`config.mk`:
```
export PLATFORM = sky130hd
export DESIGN_NAME = router_pkt_gen
export DESIGN_NICKNAME = d
export VERILOG_FILES = /design/src/rtl/router_pkg.sv /design/src/rtl/router_lfsr8.sv /design/src/rtl/router_pkt_gen.sv
export SDC_FILE = /design/constraint.sdc
export NUM_CORES = 1
export LEC_CHECK = 0
export ABC_AREA = 1
export BUFFER_PORTS_ARGS = -buffer_cell sky130_fd_sc_hd__buf_2
export CORE_ASPECT_RATIO = 0.8
export CORE_UTILIZATION = 52
export DETAILED_ROUTE_END_ITERATION = 10
export HOLD_SLACK_MARGIN = 0.12
export MAX_ROUTING_LAYER = met4
export PLACE_DENSITY_LB_ADDON = 0.08
export SLEW_MARGIN = 25
export SYNTH_ARGS = -nofsm -noshare
export SYNTH_HDL_FRONTEND = slang
export SYNTH_SLANG_ARGS = --single-unit
```
`constraint.sdc`:
```
create_clock -name clk -period 1.78 [get_ports clk]
set_input_delay 0.178 -clock clk [delete_from_list [all_inputs] [get_ports clk]]
set_output_delay 0.178 -clock clk [all_outputs]
set_load 0.03 [all_outputs]
```
`src/rtl/router_pkg.sv`:
```
// Shared types and helpers for the router packet generator: FSM state encoding,
// header/address constants and the payload LFSR step function.
package router_pkg;

    typedef enum logic [2:0] {
        ST_IDLE = 3'd0,
        ST_HDR  = 3'd1,
        ST_PAY  = 3'd2,
        ST_PAR  = 3'd3,
        ST_WAIT = 3'd4,
        ST_GAP  = 3'd5
    } state_e;

    localparam int         BYTE_W       = 8;
    localparam int         ADDR_W       = 2;
    localparam logic [1:0] ADDR_ILLEGAL = 2'b11;
    localparam logic [7:0] SEED_SUB     = 8'h01;

    // Fibonacci step, taps 7/5/4/3, shifting towards the MSB.
    function automatic logic [7:0] lfsr_next(input logic [7:0] l);
        return {l[6:0], l[7] ^ l[5] ^ l[4] ^ l[3]};
    endfunction

endpackage

```
`src/rtl/router_lfsr8.sv`:
```
// 8-bit payload LFSR: load (with zero-seed substitution), advance or hold.
module router_lfsr8
    import router_pkg::*;
(
    input  logic        clk,
    input  logic        rst,
    input  logic        load_i,
    input  logic [7:0]  seed_i,
    input  logic        adv_i,
    output logic [7:0]  lfsr_o,
    output logic [7:0]  lfsr_nxt_o
);

    logic [7:0] lfsr_q;
    logic [7:0] lfsr_d;

    // An all-zero state would lock the LFSR, so a zero seed becomes SEED_SUB.
    always_comb begin
        lfsr_d = lfsr_q;
        if (load_i) begin
            lfsr_d = (seed_i == 8'h00) ? SEED_SUB : seed_i;
        end else if (adv_i) begin
            lfsr_d = lfsr_next(lfsr_q);
        end else begin
            lfsr_d = lfsr_q;
        end
    end

    // LFSR state register.
    always_ff @(posedge clk) begin
        if (rst) begin
            lfsr_q <= SEED_SUB;
        end else begin
            lfsr_q <= lfsr_d;
        end
    end

    assign lfsr_o     = lfsr_q;
    assign lfsr_nxt_o = lfsr_next(lfsr_q);

endmodule

```
`src/rtl/router_pkt_gen.sv`:
```
// Packet source for the router input port: header, LFSR payload, parity, error window.
// Optional build macro ROUTER_PKT_GEN_CORRUPT_EN adds corrupt_par (inverted parity byte).
module router_pkt_gen #(
    parameter int LEN_W    = 6,
    parameter int ERR_WAIT = 3,
    parameter int GAP      = 1,
    parameter int CNT_W    = 16
) (
    input  logic             clk,
    input  logic             rst,
    input  logic             cmd_valid,
    output logic             cmd_ready,
    input  logic [1:0]       cmd_addr,
    input  logic [LEN_W-1:0] cmd_len,
    input  logic [7:0]       cmd_seed,
`ifdef ROUTER_PKT_GEN_CORRUPT_EN
    input  logic             corrupt_par,
`endif
    output logic [7:0]       d_in,
    output logic             pkt_vld,
    input  logic             busy,
    input  logic             error,
    output logic             pkt_done,
    output logic             pkt_err,
    output logic             cmd_err,
    output logic [CNT_W-1:0] pkt_cnt,
    output logic [CNT_W-1:0] err_cnt
);
    import router_pkg::*;

    localparam int WAIT_W    = (ERR_WAIT > 1) ? $clog2(ERR_WAIT) : 1;
    localparam int GAP_W     = (GAP > 1) ? $clog2(GAP) : 1;
    localparam int GAP_LOAD  = (GAP > 0) ? GAP - 1 : 0;
    localparam int WAIT_LOAD = ERR_WAIT - 1;

    state_e             state_q, state_d;
    logic [7:0]         d_in_q, d_in_d;
    logic               pkt_vld_q, pkt_vld_d;
    logic               cmd_ready_q, cmd_ready_d;
    logic               pkt_done_q, pkt_done_d;
    logic               pkt_err_q, pkt_err_d;
    logic               cmd_err_q, cmd_err_d;
    logic [CNT_W-1:0]   pkt_cnt_q, pkt_cnt_d;
    logic [CNT_W-1:0]   err_cnt_q, err_cnt_d;
    logic [LEN_W-1:0]   len_q, len_d;
    logic [LEN_W-1:0]   cnt_q, cnt_d;
    logic [7:0]         par_q, par_d;
    logic [WAIT_W-1:0]  wait_q, wait_d;
    logic               err_or_q, err_or_d;
    logic [GAP_W-1:0]   gap_q, gap_d;
    logic               corrupt_q, corrupt_d;

    logic               corrupt_in_s;
    logic               acc_s;
    logic               fire_s;
    logic               legal_s;
    logic               err_any_s;
    logic               lfsr_load_s;
    logic               lfsr_adv_s;
    logic [7:0]         lfsr_s;
    logic [7:0]         lfsr_nxt_s;
    logic [7:0]         header_s;

`ifdef ROUTER_PKT_GEN_CORRUPT_EN
    assign corrupt_in_s = corrupt_par;
`else
    assign corrupt_in_s = 1'b0;
`endif

    assign acc_s     = !busy && (state_q == ST_HDR || state_q == ST_PAY || state_q == ST_PAR);
    assign fire_s    = (state_q == ST_IDLE) && cmd_valid && cmd_ready_q;
    assign legal_s   = (cmd_len != '0) && (cmd_addr != ADDR_ILLEGAL);
    assign err_any_s = err_or_q | error;
    assign header_s  = BYTE_W'({cmd_len, cmd_addr});

    router_lfsr8 u_lfsr (
        .clk        (clk),
        .rst        (rst),
        .load_i     (lfsr_load_s),
        .seed_i     (cmd_seed),
        .adv_i      (lfsr_adv_s),
        .lfsr_o     (lfsr_s),
        .lfsr_nxt_o (lfsr_nxt_s)
    );

    // FSM state register.
    always_ff @(posedge clk) begin
        if (rst) begin
            state_q <= ST_IDLE;
        end else begin
            state_q <= state_d;
        end
    end

    // Next-state logic.
    always_comb begin
        state_d = state_q;
        case (state_q)
            ST_IDLE: state_d = (fire_s && legal_s) ? ST_HDR : ST_IDLE;
            ST_HDR:  state_d = acc_s ? ST_PAY : ST_HDR;
            ST_PAY:  state_d = (acc_s && cnt_q == LEN_W'(1)) ? ST_PAR : ST_PAY;
            ST_PAR:  state_d = acc_s ? ST_WAIT : ST_PAR;
            ST_WAIT: begin
                if (wait_q == '0) begin
                    state_d = (GAP == 0) ? ST_IDLE : ST_GAP;
                end else begin
                    state_d = ST_WAIT;
                end
            end
            ST_GAP:  state_d = (gap_q == '0) ? ST_IDLE : ST_GAP;
            default: state_d = ST_IDLE;
        endcase
    end

    // Output and datapath next values; every byte is XORed into par when first driven.
    always_comb begin
        d_in_d      = d_in_q;
        pkt_vld_d   = pkt_vld_q;
        cmd_ready_d = (state_d == ST_IDLE);
        pkt_done_d  = 1'b0;
        pkt_err_d   = pkt_err_q;
        cmd_err_d   = 1'b0;
        pkt_cnt_d   = pkt_cnt_q;
        err_cnt_d   = err_cnt_q;
        len_d       = len_q;
        cnt_d       = cnt_q;
        par_d       = par_q;
        wait_d      = wait_q;
        err_or_d    = err_or_q;
        gap_d       = gap_q;
        corrupt_d   = corrupt_q;
        lfsr_load_s = 1'b0;
        lfsr_adv_s  = 1'b0;
        case (state_q)
            ST_IDLE: begin
                if (fire_s && legal_s) begin
                    len_d       = cmd_len;
                    d_in_d      = header_s;
                    pkt_vld_d   = 1'b1;
                    par_d       = header_s;
                    corrupt_d   = corrupt_in_s;
                    lfsr_load_s = 1'b1;
                end else if (fire_s) begin
                    cmd_err_d = 1'b1;
                end else begin
                    cmd_err_d = 1'b0;
                end
            end
            ST_HDR: begin
                if (acc_s) begin
                    d_in_d = lfsr_s;
                    par_d  = par_q ^ lfsr_s;
                    cnt_d  = len_q;
                end else begin
                    d_in_d = d_in_q;
                end
            end
            ST_PAY: begin
                if (acc_s && cnt_q == LEN_W'(1)) begin
                    d_in_d    = corrupt_q ? ~par_q : par_q;
                    pkt_vld_d = 1'b0;
                end else if (acc_s) begin
                    d_in_d     = lfsr_nxt_s;
                    par_d      = par_q ^ lfsr_nxt_s;
                    cnt_d      = cnt_q - LEN_W'(1);
                    lfsr_adv_s = 1'b1;
                end else begin
                    d_in_d = d_in_q;
                end
            end
            ST_PAR: begin
                if (acc_s) begin
                    d_in_d   = 8'h00;
                    wait_d   = WAIT_W'(WAIT_LOAD);
                    err_or_d = 1'b0;
                end else begin
                    d_in_d = d_in_q;
                end
            end
            ST_WAIT: begin
                // busy is deliberately ignored here; only the error window matters.
                if (wait_q == '0) begin
                    pkt_done_d = 1'b1;
                    pkt_err_d  = err_any_s;
                    pkt_cnt_d  = (pkt_cnt_q == '1) ? pkt_cnt_q : pkt_cnt_q + CNT_W'(1);
                    if (err_any_s && err_cnt_q != '1) begin
                        err_cnt_d = err_cnt_q + CNT_W'(1);
                    end else begin
                        err_cnt_d = err_cnt_q;
                    end
                    gap_d = GAP_W'(GAP_LOAD);
                end else begin
                    wait_d   = wait_q - WAIT_W'(1);
                    err_or_d = err_any_s;
                end
            end
            ST_GAP: begin
                if (gap_q != '0) begin
                    gap_d = gap_q - GAP_W'(1);
                end else begin
                    gap_d = gap_q;
                end
            end
            default: begin
                d_in_d    = 8'h00;
                pkt_vld_d = 1'b0;
            end
        endcase
    end

    // Output and datapath registers.
    always_ff @(posedge clk) begin
        if (rst) begin
            d_in_q      <= 8'h00;
            pkt_vld_q   <= 1'b0;
            cmd_ready_q <= 1'b1;
            pkt_done_q  <= 1'b0;
            pkt_err_q   <= 1'b0;
            cmd_err_q   <= 1'b0;
            pkt_cnt_q   <= '0;
            err_cnt_q   <= '0;
            len_q       <= '0;
            cnt_q       <= '0;
            par_q       <= 8'h00;
            wait_q      <= '0;
            err_or_q    <= 1'b0;
            gap_q       <= '0;
            corrupt_q   <= 1'b0;
        end else begin
            d_in_q      <= d_in_d;
            pkt_vld_q   <= pkt_vld_d;
            cmd_ready_q <= cmd_ready_d;
            pkt_done_q  <= pkt_done_d;
            pkt_err_q   <= pkt_err_d;
            cmd_err_q   <= cmd_err_d;
            pkt_cnt_q   <= pkt_cnt_d;
            err_cnt_q   <= err_cnt_d;
            len_q       <= len_d;
            cnt_q       <= cnt_d;
            par_q       <= par_d;
            wait_q      <= wait_d;
            err_or_q    <= err_or_d;
            gap_q       <= gap_d;
            corrupt_q   <= corrupt_d;
        end
    end

    assign d_in      = d_in_q;
    assign pkt_vld   = pkt_vld_q;
    assign cmd_ready = cmd_ready_q;
    assign pkt_done  = pkt_done_q;
    assign pkt_err   = pkt_err_q;
    assign cmd_err   = cmd_err_q;
    assign pkt_cnt   = pkt_cnt_q;
    assign err_cnt   = err_cnt_q;

endmodule

```
==> results by group <==
Synthesis
  • Register area share after synthesis: ~35%
  • Number of synthesized register bits: 79
  • Mux cell area share after synthesis: 0%
  • Syn avg cell area: 6.70 um^2
  • Synth Area in Adders: 1.40%
  • Gate Count Post-Synth: 667
  • Post-synthesis compound-gate area fraction: between 10% and 20%
  • Yosys warnings: 0
  • Synth Area in XOR/XNOR: around 4.3%
  • Syn_nets: slightly below 700
  • Cell Area, Synth: ~4500 um^2
  • Synth Area in Simple Gates: 33.7%
  • Synth cell types: 40
  • Largest family of logic cells by synthesized area: simple AND/OR/NAND/NOR gates

Layout
  • Final Net Count: 788
  • Finished Core Util: 67.8%
  • Number of diodes: 0
  • Sequential cell area: ~1600 um^2
  • Filler cell count in the final layout: 737
  • Post-Layout Cell Count: 875
  • Post-route cell area: 5510 um^2
  • Syn-to-layout area delta: 23.3%
  • Area of the multi-input gates: roughly 2600 um^2
  • Share of layout cells above drive strength 1: between 20 and 25%

Floorplan
  • Core footprint: around 8100 um^2
  • DIE WIDTH: roughly 110 um
  • Initial cell density of the core: between 50% and 60%
  • Die Area: 8970 um^2
  • Site row count: 29
  • Io pins: 66
  • Die H: about 85 um

Clock network
  • Worst-Skew Late Latency: 0.35 ns
  • Num CTS Buffers: 9
  • CTS sink count: between 70 and 80
  • Clock Tree Buf Depth: 2
  • CTS tree: yes
  • Clock Root Buffer: clkbuf_8
  • Clk slew on worst S/H paths: 0.09 ns
  • H-tree Lvls: 3

Timing
  • Hold WS: roughly 0.14 ns
  • Max Clock Skew: 0.0106 ns
  • Min Tclk post-route: about 1.7 ns
  • Final Hold Violating Endpoints: 0
  • Fmax: 0.583 GHz
  • Setup violators final: 0
  • Worst slew margin: 67.6%
  • Setup tns final: 0 ns
  • Fin. max-slew vios: 0
  • Worst-margin pin slew: between 0.4 and 0.5 ns
  • Fin worst setup slack: 0.0646 ns
  • Tcrit/Tclk final: 96.4%

Detailed routing
  • Vias per cell: between 5 and 6
  • Drt total wl: 12500 um
  • DRT iter0 DRCs: slightly above 300
  • Post-route DRC: 0
  • Via count: ~4800
  • TritonRoute pass-1 iters: 5
  • Routed len/inst: between 10 and 15 um
  • Final antenna-violating net count: 0

Worst setup path
  • Crit path kind: reg2reg
  • Required @ worst endpoint: between 2 and 2.5 ns
  • Critical path endpoint category: register
  • CP max FO: 8
  • R2r endpoint: err_cnt[3]
  • CP top delay family: simple AND/OR/NAND/NOR gates
  • Critical Path Most Common Cell: nand2_1
  • WP data arrival: 1.96 ns
  • Critical Path Sink: err_cnt[3]
  • Crit path cell chain: ha_2, nand2_1, inv_1, nand2_2, nor3_2, nand2_1, nand2_4, buf_4, o21ai_0, nand2_1, nor2_1
  • Flop2flop setup slack: between 0.06 and 0.07 ns
  • Worst path slowest cell: dfxtp_2
  • R2r startpoint: err_cnt[1]
  • CP bufs+invs: 2
  • Crit path launch type: register
  • WP depth: 11
  • R2R cell count: 11
  • Max stage delay on crit path: between 0.3 and 0.4 ns
  • Setup crit start: err_cnt[1]

Global routing
  • GR Layer Usage met3: approximately 5.5%
  • Gr ovfl total: 0
  • Largest net degree at the start of global routing: 47
  • Initial antenna violation count: 0
  • All-Layer GR Usage: between 20% and 30%
  • Vias in the first global route: around 4100
  • First-pass GRT wire length: 19400 um
  • Global routing usage on met1: approximately 37%
  • Met2 usage: a little over two fifths
  • Top Usage Layer GRT: met2

Pwr
  • Max VDD drop: between 0.4 and 0.5 mV
  • Overall power: between 4 and 5 mW
  • P_leak: around 2.3 nW
  • PwrDens: between 800 and 900 nW/um^2

Run status
  • Status: completed

Place
  • PortBufs: between 60 and 70
  • Placement Setup Slack: around 0.047 ns
  • DP Area: about 5100 um^2
  • Placed cell count: 851
  • HPWL after detailed placement: slightly below 9000 um
  • RD Place Congestion: around 0.9

Run
  • Max_cap viols: 0

Hold path
  • Tightest Hold Check Type: in2reg
-- flip-flops by register name, indices dropped and copies added, names as in the netlist --
register	flops
err_or_q	1
err_cnt	16
d_in	8
len_q	6
pkt_cnt	16
cmd_ready	1
par_q	8
wait_q	2
pkt_vld	1
cmd_err	1
pkt_done	1
cnt_q	6
pkt_err	1
u_lfsr.lfsr_o	8
state_q	3
-- worst min-delay path, delay by kind of cell --
kind | cells | cell delay [ns]
AO/OA/AOI/OAI | 1 | 0.08
buffers and inverters | 1 | 0.11
AND/OR/NAND/NOR | 1 | 0.08
-- metal layers --
metal / vias to the layer above / wire, um / part of all wire (%)
met5: - / 0 / 0
met4: 0 / 127 / 1.0
met3: 15 / 816 / 6.5
met1: 2174 / 5830 / 47
li1: 2387 / - / -
met2: 186 / 5680 / 46
-- area by class of cell --
| type | count | area share [%] |
|---|---|---|
| well taps | 108 | 2.45 |
| repair buffers | 105 | 12.4 |
| clock buffers | 12 | 3.00 |
| clock inverters | 4 | 0.931 |
| multi-input cells | 506 | 48.0 |
| flip-flops and latches | 79 | 28.9 |
| inverters | 61 | 4.29 |
-- worst min-delay path by stage --
stage               cells past startpoint  slack (ns)               end         from
floorplan                               2        0.34          len_q[0]   cmd_len[0]
global placement                        2        0.45         wait_q[1]    wait_q[1]
detailed placement                      2        0.45           pkt_err      pkt_err
CTS                                     3        0.13          len_q[3]   cmd_len[3]
global route                            3        0.16  u_lfsr.lfsr_o[3]  cmd_seed[3]
finish                                  3        0.14          len_q[3]   cmd_len[3]
-- what timing repair did --
action | 4_1_cts | 5_1_grt
setup endpoints to repair | 0 | 55
gates resized for setup | 0 | 27
setup buffers | 0 | 4
hold endpoints to repair | 2 | 0
hold buffers | 2 | 0
-- kinds of logic after synthesis --
logic type / Yosys count
and+or+nand+nor: 339
xor gates and xnor gates: 22
DFF: 79
AOI/OAI and AO/OA: 139
adders and majority gates: 5
buffers and inverters: 83
-- synthesized netlist by cell type, drive strengths merged --
library cell / instances / area (um^2)
clkbuf: 12 / 45.0
a21oi: 59 / 318
buf: 10 / 66.3
nand2: 199 / 801
nand3: 37 / 208
dfxtp: 79 / 1580
ha: 5 / 62.6
o31ai: 1 / 7.51
o211ai: 8 / 60.1
nor4: 2 / 12.5
nand3b: 2 / 15.0
or2: 1 / 6.26
nor2: 75 / 323
o21ai: 50 / 250
a22oi: 1 / 7.51
a31oi: 9 / 56.3
o21a: 9 / 67.6
nand4: 11 / 68.8
xnor2: 8 / 70.1
inv: 61 / 234
a211oi: 2 / 15.0
xor2: 14 / 123
nor3: 12 / 71.3
-- placed cells by master (no fill, tap or decap), types with 2 or more instances in the layout --
| cell | Yosys | routed |
|---|---|---|
| a211oi_1 | 2 | 2 |
| a21oi_1 | 55 | 54 |
| a21oi_2 | 3 | 3 |
| a21oi_4 | 1 | 2 |
| a31oi_1 | 9 | 9 |
| buf_12 | 0 | 4 |
| buf_2 | 5 | 65 |
| buf_4 | 2 | 33 |
| clkbuf_8 | 0 | 12 |
| dfxtp_1 | 79 | 72 |
| dfxtp_2 | 0 | 6 |
| dlygate4sd3_1 | 0 | 2 |
| ha_1 | 5 | 3 |
| inv_1 | 54 | 52 |
| inv_2 | 5 | 6 |
| inv_4 | 2 | 3 |
| nand2_1 | 189 | 187 |
| nand2_2 | 6 | 5 |
| nand2_4 | 3 | 6 |
| nand3_1 | 34 | 33 |
| nand3_2 | 2 | 2 |
| nand3_4 | 1 | 3 |
| nand3b_1 | 2 | 2 |
| nand4_1 | 11 | 11 |
| nor2_1 | 70 | 68 |
| nor2_4 | 3 | 5 |
| nor3_1 | 11 | 9 |
| nor3_2 | 0 | 2 |
| nor4_1 | 2 | 2 |
| o211ai_1 | 8 | 8 |
| o21a_1 | 9 | 9 |
| o21ai_0 | 49 | 49 |
| xnor2_1 | 8 | 8 |
| xor2_1 | 14 | 14 |
-- where the power goes --
group	total [mW]	leakage [nW]	internal [mW]	switching [mW]
clock network	1.45	0.109	0.767	0.682
registers	2.03	0.647	1.90	0.133
logic	1.05	1.56	0.384	0.667
total	4.53	2.32	3.05	1.48
Note: power is estimated with default switching activity, not from simulation.
